$ cat src/rtl/synth_bus_pkg.sv
// Shared definitions for the synth-engine parameter bus and SysEx framing.
// Holds SysEx framing bytes, pitch-parameter address map and dump FSM states.
package synth_bus_pkg;

    localparam logic [7:0] SYSEX_SOX = 8'hF0;
    localparam logic [7:0] SYSEX_EOX = 8'hF7;

    localparam int OSC_PARAM_CNT = 5;
    // Entry [0] is offset 0: coarse, fine, key scale, base coarse, base fine.
    localparam logic [OSC_PARAM_CNT-1:0][3:0] OSC_PARAM_OFFS =
        {4'd9, 4'd8, 4'd5, 4'd1, 4'd0};

    localparam int         OSC_BLOCK_SHIFT  = 4;
    localparam logic [6:0] COM_PB_RANGE_ADR = 7'd0;

    typedef enum logic [3:0] {
        ST_IDLE,
        ST_HDR,
        ST_SEL,
        ST_RDH1,
        ST_RDH2,
        ST_CAP,
        ST_SEND,
        ST_CHK,
        ST_EOX,
        ST_DONE
    } dump_state_e;

    function automatic logic [6:0] osc_param_adr(
        input logic [2:0] osc,
        input logic [2:0] idx
    );
        return (7'(osc) << OSC_BLOCK_SHIFT) + 7'(OSC_PARAM_OFFS[idx]);
    endfunction

endpackage

$ cat src/rtl/sysex_checksum.sv
// 7-bit SysEx checksum: clear, accumulate, and two's-complement result.
// Ports: clk_i, rst_ni, clr_i, acc_en_i, data_i[6:0] in; chk_o[6:0] out.
module sysex_checksum (
    input  logic       clk_i,
    input  logic       rst_ni,
    input  logic       clr_i,
    input  logic       acc_en_i,
    input  logic [6:0] data_i,
    output logic [6:0] chk_o
);

    logic [6:0] sum_q;

    always_ff @(posedge clk_i or negedge rst_ni) begin
        if (!rst_ni) begin
            sum_q <= 7'd0;
        end else if (clr_i) begin
            sum_q <= 7'd0;
        end else if (acc_en_i) begin
            sum_q <= sum_q + data_i;
        end
    end

    // (128 - sum mod 128) mod 128 is simply the 7-bit negation.
    assign chk_o = 7'd0 - sum_q;

endmodule

$ cat src/rtl/sysex_patch_dump.sv
// Reads all pitch parameters over the synth parameter bus and streams
// them to the MIDI UART as a SysEx patch dump (F0 mfr dev data chk F7).
// Ports: clk, reset_reg_N, dump_req, data_in[7:0], tx_ready in;
//        busy, done, sysex_data_patch_send, adr[6:0], osc_sel, com_sel,
//        read, tx_data[7:0], tx_valid out.
module sysex_patch_dump
    import synth_bus_pkg::*;
#(
    parameter int         NUM_OSC = 4,
    parameter logic [7:0] MFR_ID  = 8'h7D,
    parameter logic [7:0] DEV_ID  = 8'h00
) (
    input  logic       clk,
    input  logic       reset_reg_N,
    input  logic       dump_req,
    output logic       busy,
    output logic       done,
    output logic       sysex_data_patch_send,
    output logic [6:0] adr,
    output logic       osc_sel,
    output logic       com_sel,
    output logic       read,
    input  logic [7:0] data_in,
    output logic [7:0] tx_data,
    output logic       tx_valid,
    input  logic       tx_ready
);

    dump_state_e state_q;
    logic        busy_q;
    logic        done_q;
    logic [6:0]  adr_q;
    logic        osc_sel_q;
    logic        com_sel_q;
    logic        read_q;
    logic [7:0]  tx_data_q;
    logic        tx_valid_q;
    logic [1:0]  hdr_q;
    logic [2:0]  osc_q;
    logic [2:0]  off_q;

    logic        accept;
    logic        chk_clr;
    logic        chk_acc;
    logic [6:0]  chk;

    assign accept  = tx_valid_q & tx_ready;
    assign chk_clr = (state_q == ST_IDLE && dump_req) ||
                     (state_q == ST_DONE);
    assign chk_acc = (state_q == ST_CAP);

    sysex_checksum u_chk (
        .clk_i    (clk),
        .rst_ni   (reset_reg_N),
        .clr_i    (chk_clr),
        .acc_en_i (chk_acc),
        .data_i   (data_in[6:0]),
        .chk_o    (chk)
    );

    always_ff @(posedge clk or negedge reset_reg_N) begin
        if (!reset_reg_N) begin
            state_q    <= ST_IDLE;
            busy_q     <= 1'b0;
            done_q     <= 1'b0;
            adr_q      <= 7'd0;
            osc_sel_q  <= 1'b0;
            com_sel_q  <= 1'b0;
            read_q     <= 1'b0;
            tx_data_q  <= 8'd0;
            tx_valid_q <= 1'b0;
            hdr_q      <= 2'd0;
            osc_q      <= 3'd0;
            off_q      <= 3'd0;
        end else begin
            done_q <= 1'b0;
            unique case (state_q)
                ST_IDLE: begin
                    if (dump_req) begin
                        busy_q     <= 1'b1;
                        tx_data_q  <= SYSEX_SOX;
                        tx_valid_q <= 1'b1;
                        hdr_q      <= 2'd0;
                        osc_q      <= 3'd0;
                        off_q      <= 3'd0;
                        state_q    <= ST_HDR;
                    end
                end
                ST_HDR: begin
                    if (accept) begin
                        unique case (hdr_q)
                            2'd0: begin
                                tx_data_q <= MFR_ID;
                                hdr_q     <= 2'd1;
                            end
                            2'd1: begin
                                tx_data_q <= DEV_ID;
                                hdr_q     <= 2'd2;
                            end
                            default: begin
                                tx_valid_q <= 1'b0;
                                adr_q      <= osc_param_adr(3'd0, 3'd0);
                                osc_sel_q  <= 1'b1;
                                state_q    <= ST_SEL;
                            end
                        endcase
                    end
                end
                ST_SEL: begin
                    read_q  <= 1'b1;
                    state_q <= ST_RDH1;
                end
                ST_RDH1: begin
                    state_q <= ST_RDH2;
                end
                ST_RDH2: begin
                    read_q  <= 1'b0;
                    state_q <= ST_CAP;
                end
                ST_CAP: begin
                    tx_data_q  <= {1'b0, data_in[6:0]};
                    tx_valid_q <= 1'b1;
                    state_q    <= ST_SEND;
                end
                ST_SEND: begin
                    if (accept) begin
                        tx_valid_q <= 1'b0;
                        state_q    <= ST_SEL;
                        if (com_sel_q) begin
                            // Common byte was last; checksum already holds it.
                            com_sel_q  <= 1'b0;
                            tx_data_q  <= {1'b0, chk};
                            tx_valid_q <= 1'b1;
                            state_q    <= ST_CHK;
                        end else if (off_q == 3'(OSC_PARAM_CNT - 1)) begin
                            off_q <= 3'd0;
                            if (osc_q == 3'(NUM_OSC - 1)) begin
                                osc_sel_q <= 1'b0;
                                com_sel_q <= 1'b1;
                                adr_q     <= COM_PB_RANGE_ADR;
                            end else begin
                                osc_q <= osc_q + 3'd1;
                                adr_q <= osc_param_adr(osc_q + 3'd1, 3'd0);
                            end
                        end else begin
                            off_q <= off_q + 3'd1;
                            adr_q <= osc_param_adr(osc_q, off_q + 3'd1);
                        end
                    end
                end
                ST_CHK: begin
                    if (accept) begin
                        tx_data_q <= SYSEX_EOX;
                        state_q   <= ST_EOX;
                    end
                end
                ST_EOX: begin
                    if (accept) begin
                        tx_valid_q <= 1'b0;
                        tx_data_q  <= 8'd0;
                        busy_q     <= 1'b0;
                        done_q     <= 1'b1;
                        adr_q      <= 7'd0;
                        state_q    <= ST_DONE;
                    end
                end
                ST_DONE: begin
                    state_q <= ST_IDLE;
                end
                default: begin
                    state_q <= ST_IDLE;
                end
            endcase
        end
    end

    assign busy                  = busy_q;
    assign done                  = done_q;
    assign sysex_data_patch_send = busy_q;
    assign adr                   = adr_q;
    assign osc_sel               = osc_sel_q;
    assign com_sel               = com_sel_q;
    assign read                  = read_q;
    assign tx_data               = tx_data_q;
    assign tx_valid              = tx_valid_q;

endmodule

$ cat config.mk
export PLATFORM = sky130hd
export DESIGN_NAME = sysex_patch_dump
export DESIGN_NICKNAME = d
export VERILOG_FILES = /design/src/rtl/synth_bus_pkg.sv /design/src/rtl/sysex_checksum.sv /design/src/rtl/sysex_patch_dump.sv
export SDC_FILE = /design/constraint.sdc
export NUM_CORES = 1
export LEC_CHECK = 0
export ABC_AREA = 0
export CELL_PAD_IN_SITES_DETAIL_PLACEMENT = 0
export CELL_PAD_IN_SITES_GLOBAL_PLACEMENT = 1
export CORE_UTILIZATION = 50
export DETAILED_ROUTE_END_ITERATION = 8
export DONT_BUFFER_PORTS = 1
export PLACE_DENSITY_LB_ADDON = 0.1
export SETUP_SLACK_MARGIN = 0.1
export SLEW_MARGIN = 20
export SYNTH_ARGS = -nofsm -noshare
export SYNTH_HDL_FRONTEND = slang
export SYNTH_SLANG_ARGS = --single-unit
$ cat constraint.sdc
create_clock -name clk -period 5.6 [get_ports clk]
set_clock_uncertainty 0.15 [all_clocks]
set_input_delay 0.28 -clock clk [delete_from_list [all_inputs] [get_ports clk]]
set_output_delay 0.28 -clock clk [all_outputs]
set_load 0.005 [all_outputs]
==> results.py <==
metrics = {
    "worst_setup_path": {
        "r2r-end": "adr[4]$_DFFE_PN0P_",
        "critical_path_required_ps": 5590,
        "cp_top_family": "simple AND/OR/NAND/NOR gates",
        "end_kind": "flop",
        "cp.arrival_ps": 2700,
        "rr_worst_depth": 5,
        "worstSetupStartpoint": "state_q[2]$_DFFE_PN0P_",
        "slowest_stage": "dfrtp_1",
        "crit_fanout": 20,
        "cp-endpoint": "adr[4]$_DFFE_PN0P_",
        "worstSetupPathType": "flop to flop",
        "path_cells": "nor2b_2, and3_1, a21oi_1, o211ai_1, o31ai_1",
        "cp.depth": 5,
        "ff2ff_setup_slack_ps": 2900,
        "critPathBufInv": 0,
        "max_stage_delay_ps": 730,
        "critPathLaunchType": "flop",
        "worstReg2RegStart": "state_q[2]$_DFFE_PN0P_",
    },
    "synthesis": {
        "ys_seq_area_frac": 0.377,
        "synth_fa_ha_area_frac": 0.0754,
        "synth_fp_nets": 319,
        "synth.area.top_cells": "dfrtp_1 (38%), ha_1 (6.8%), nor2_1 (4.8%)",
        "synth-edff-count": 0,
        "synth_compound_area_frac": 0.229,
        "netlist.area_leader.share": 0.377,
        "synth_area_mm2": 0.00259,
        "synth_top_family_by_area": "compound AO/OA/AOI/OAI gates",
        "ys_ff_latch": 39,
        "synth_top_cell_by_area": "dfrtp_1",
        "syn_inst": 292,
        "yosys-mux-area-fraction": 0.0126,
        "synth_warnings": 0,
        "postSynthAreaPerCell_um2": 8.87,
        "async_reset_ff_frac": 1.00,
        "synthSimpleGateAreaFrac": 0.215,
        "ys_types": 57,
        "synth_flop_cell": "dfrtp_1",
        "synth_xor_area_frac": 0.0338,
    },
    "power_and_ir_drop": {
        "p_leak_uw": 0.00114,
        "p_per_area_mw_per_mm2": 521,
        "seqPwrFrac": 0.362,
        "swShare": 0.460,
        "p_clk_frac": 0.148,
        "intPower_uw": 762,
        "switchingPower_uw": 649,
        "comb_power_share": 0.490,
        "vdd_drop_max_uv": 216,
    },
    "grt": {
        "grt_pass1_wl_um": 9340,
        "antenna_found_initial": 0,
        "gr-usage-all-layers": 0.225,
        "grt_pass1_vias": 1907,
        "gr-total-overflow": 0,
        "grt_max_degree": 40,
    },
    "clocking": {
        "numCtsBuffers": 5,
        "cts_buffer_depth": 2,
        "clk_latency_ps": 300,
        "clock-sinks": 39,
        "clock_tree.root_cell": "clkbuf_8",
        "cts_htree_levels": 2,
        "clk_pin_slew_ps": 90,
        "cts_tree": "done",
    },
    "finish": {
        "nFillCells": 462,
        "area_delta_synth_final_pct": 4.59,
        "drive_gt1_frac": 0.111,
        "diodes": 0,
        "nets": 313,
        "multi_input_area_mm2": 0.00147,
        "register_area_um2": 976,
        "final_util": 0.559,
    },
    "timing": {
        "post-route-period-util": 0.483,
        "fmax_mhz": 370,
        "period_needed_ps": 2700,
        "slew_headroom": 0.335,
        "whs_ps": 56.1,
        "finalSetupViolCount": 0,
        "finalHoldViolCount": 0,
        "fin_setup_tns_ps": 0,
        "grt_setup_unrepaired": "false",
        "worst_slew_pin_slew_ps": 993,
        "finalMaxSlewViolations": 0,
    },
    "route": {
        "route.detailed.drc": 0,
        "firstDrtPassIters": 4,
        "vias": 2042,
        "detail_route.iter0.violations": 94,
        "wl_per_cell_um": 15.5,
        "wl_um": 5480,
        "routed_via_density": 5.77,
        "ant_nets": 0,
    },
    "min_path": {
        "hold_class": "primary input to flop",
    },
    "place": {
        "port_buffers": 0,
        "hpwl_um": 3850,
        "gp_congestion": 0.762,
    },
    "floorplan": {
        "dieHeight_um": 74.0,
        "initial_core_util": 0.534,
        "die_x_um": 74.0,
        "core_area_mm2": 0.00485,
        "rows": 25,
        "ioPinCount": 34,
        "dieArea_mm2": 0.00547,
    },
    "run": {
        "maxCapViolCount": 0,
    },
    "outcome": {
        "run_status": "finished, final reports clean",
    },
}
synth_stat cells, drive strengths merged (2+ instances only):
master and number:
dfrtp 39, nor2 34, nand2 33, a21oi 27, o21ai 22, ha 14, inv 14, buf 12
nor3 10, nor2b 8, a221oi 7, nand3 7, xnor2 7, a22o 6, a31oi 5, nor4 4
o31ai 4, and2 3, clkbuf 3, o211ai 3, or3 3, xor2 3, mux2 2, nand2b 2
o21bai 2, o22a 2
cells by family (layout without fill, tap and decap cells):
kind of cell | count (synthesis) | after routing
xor gates and xnor gates | 10 | 10
buffers and inverters | 29 | 24
and+or+nand+nor | 109 | 109
AOI/OAI and AO/OA | 86 | 86
muxes | 3 | 3
other | 1 | 1
adders and majority gates | 15 | 15
DFF | 39 | 39
metrics by stage:
step	worst slack (ps)	cells	total power, uW	area (um^2)
after global placement	2940	344	1200	2580
final	2900	354	1410	2710
after floorplan	3500	292	1100	2590
after global routing	2700	354	1540	2710
after detailed placement	2910	344	1200	2580
after CTS	2900	354	1420	2710
layout by cell type, fill, tap and decap left out, types with 13 or more instances in the layout:
cell type,netlist,layout
dfrtp_1,39,39
o21ai_0,17,17
nor2_1,33,33
nand2_1,31,31
ha_1,14,14
inv_1,13,13
a21oi_1,21,21
what timing repair did:
item                      CTS  global route
buffers inserted            0             0
hold buffers                2             0
hold endpoints to repair   39             0
resized for setup           0             0
cell type report:
cell class                      count  share of cell area
Sequential cell                    39               0.360
Tap cell                           67              0.0309
Inverter                           14              0.0194
Clock inverter                      2             0.00600
Timing Repair Buffer                2              0.0111
Multi-Input combinational cell    224               0.542
Clock buffer                        6              0.0305
power by group through the flow:
stage	clock, uW	combinational, uW	sequential (uW)
6_report	209	692	510
5_1_grt	229	779	530
4_1_cts	216	696	512
3_5_place_dp	0	685	518
3_3_place_gp	0	680	516
2_1_floorplan	0	673	430
worst min-delay path by stage:
| stage | start | end | slack [ps] | cells past startpoint |
|---|---|---|---|---|
| 2_1_floorplan | reset_reg_N | adr[0]$_DFFE_PN0P_ | -170 | 0 |
| 3_3_place_gp | reset_reg_N | adr[3]$_DFFE_PN0P_ | -160 | 0 |
| 3_5_place_dp | reset_reg_N | adr[3]$_DFFE_PN0P_ | -160 | 0 |
| 4_1_cts | dump_req | busy$_DFFE_PN0P_ | 40 | 2 |
| 5_1_grt | data_in[4] | tx_data[4]$_DFFE_PN0P_ | 50 | 2 |
| 6_report | dump_req | busy$_DFFE_PN0P_ | 60 | 2 |
sequential cells by signal (all words and copies together) (netlist names), 2 cells and up:
name and cells:
tx_data 8, u_chk.sum_q 7, adr 6, state_q 4, off_q 3, osc_q 3
hdr_q 2
layer usage:
layer | track usage | wire length, um | vias to the layer above
met4 | 0.0641 | 57 | 0
met5 | 0 | 0 | -
met2 | 0.357 | 2540 | 41
met1 | 0.309 | 2630 | 974
met3 | 0.0501 | 246 | 7
li1 | - | - | 1020
Power figures use the tool's default switching activity.
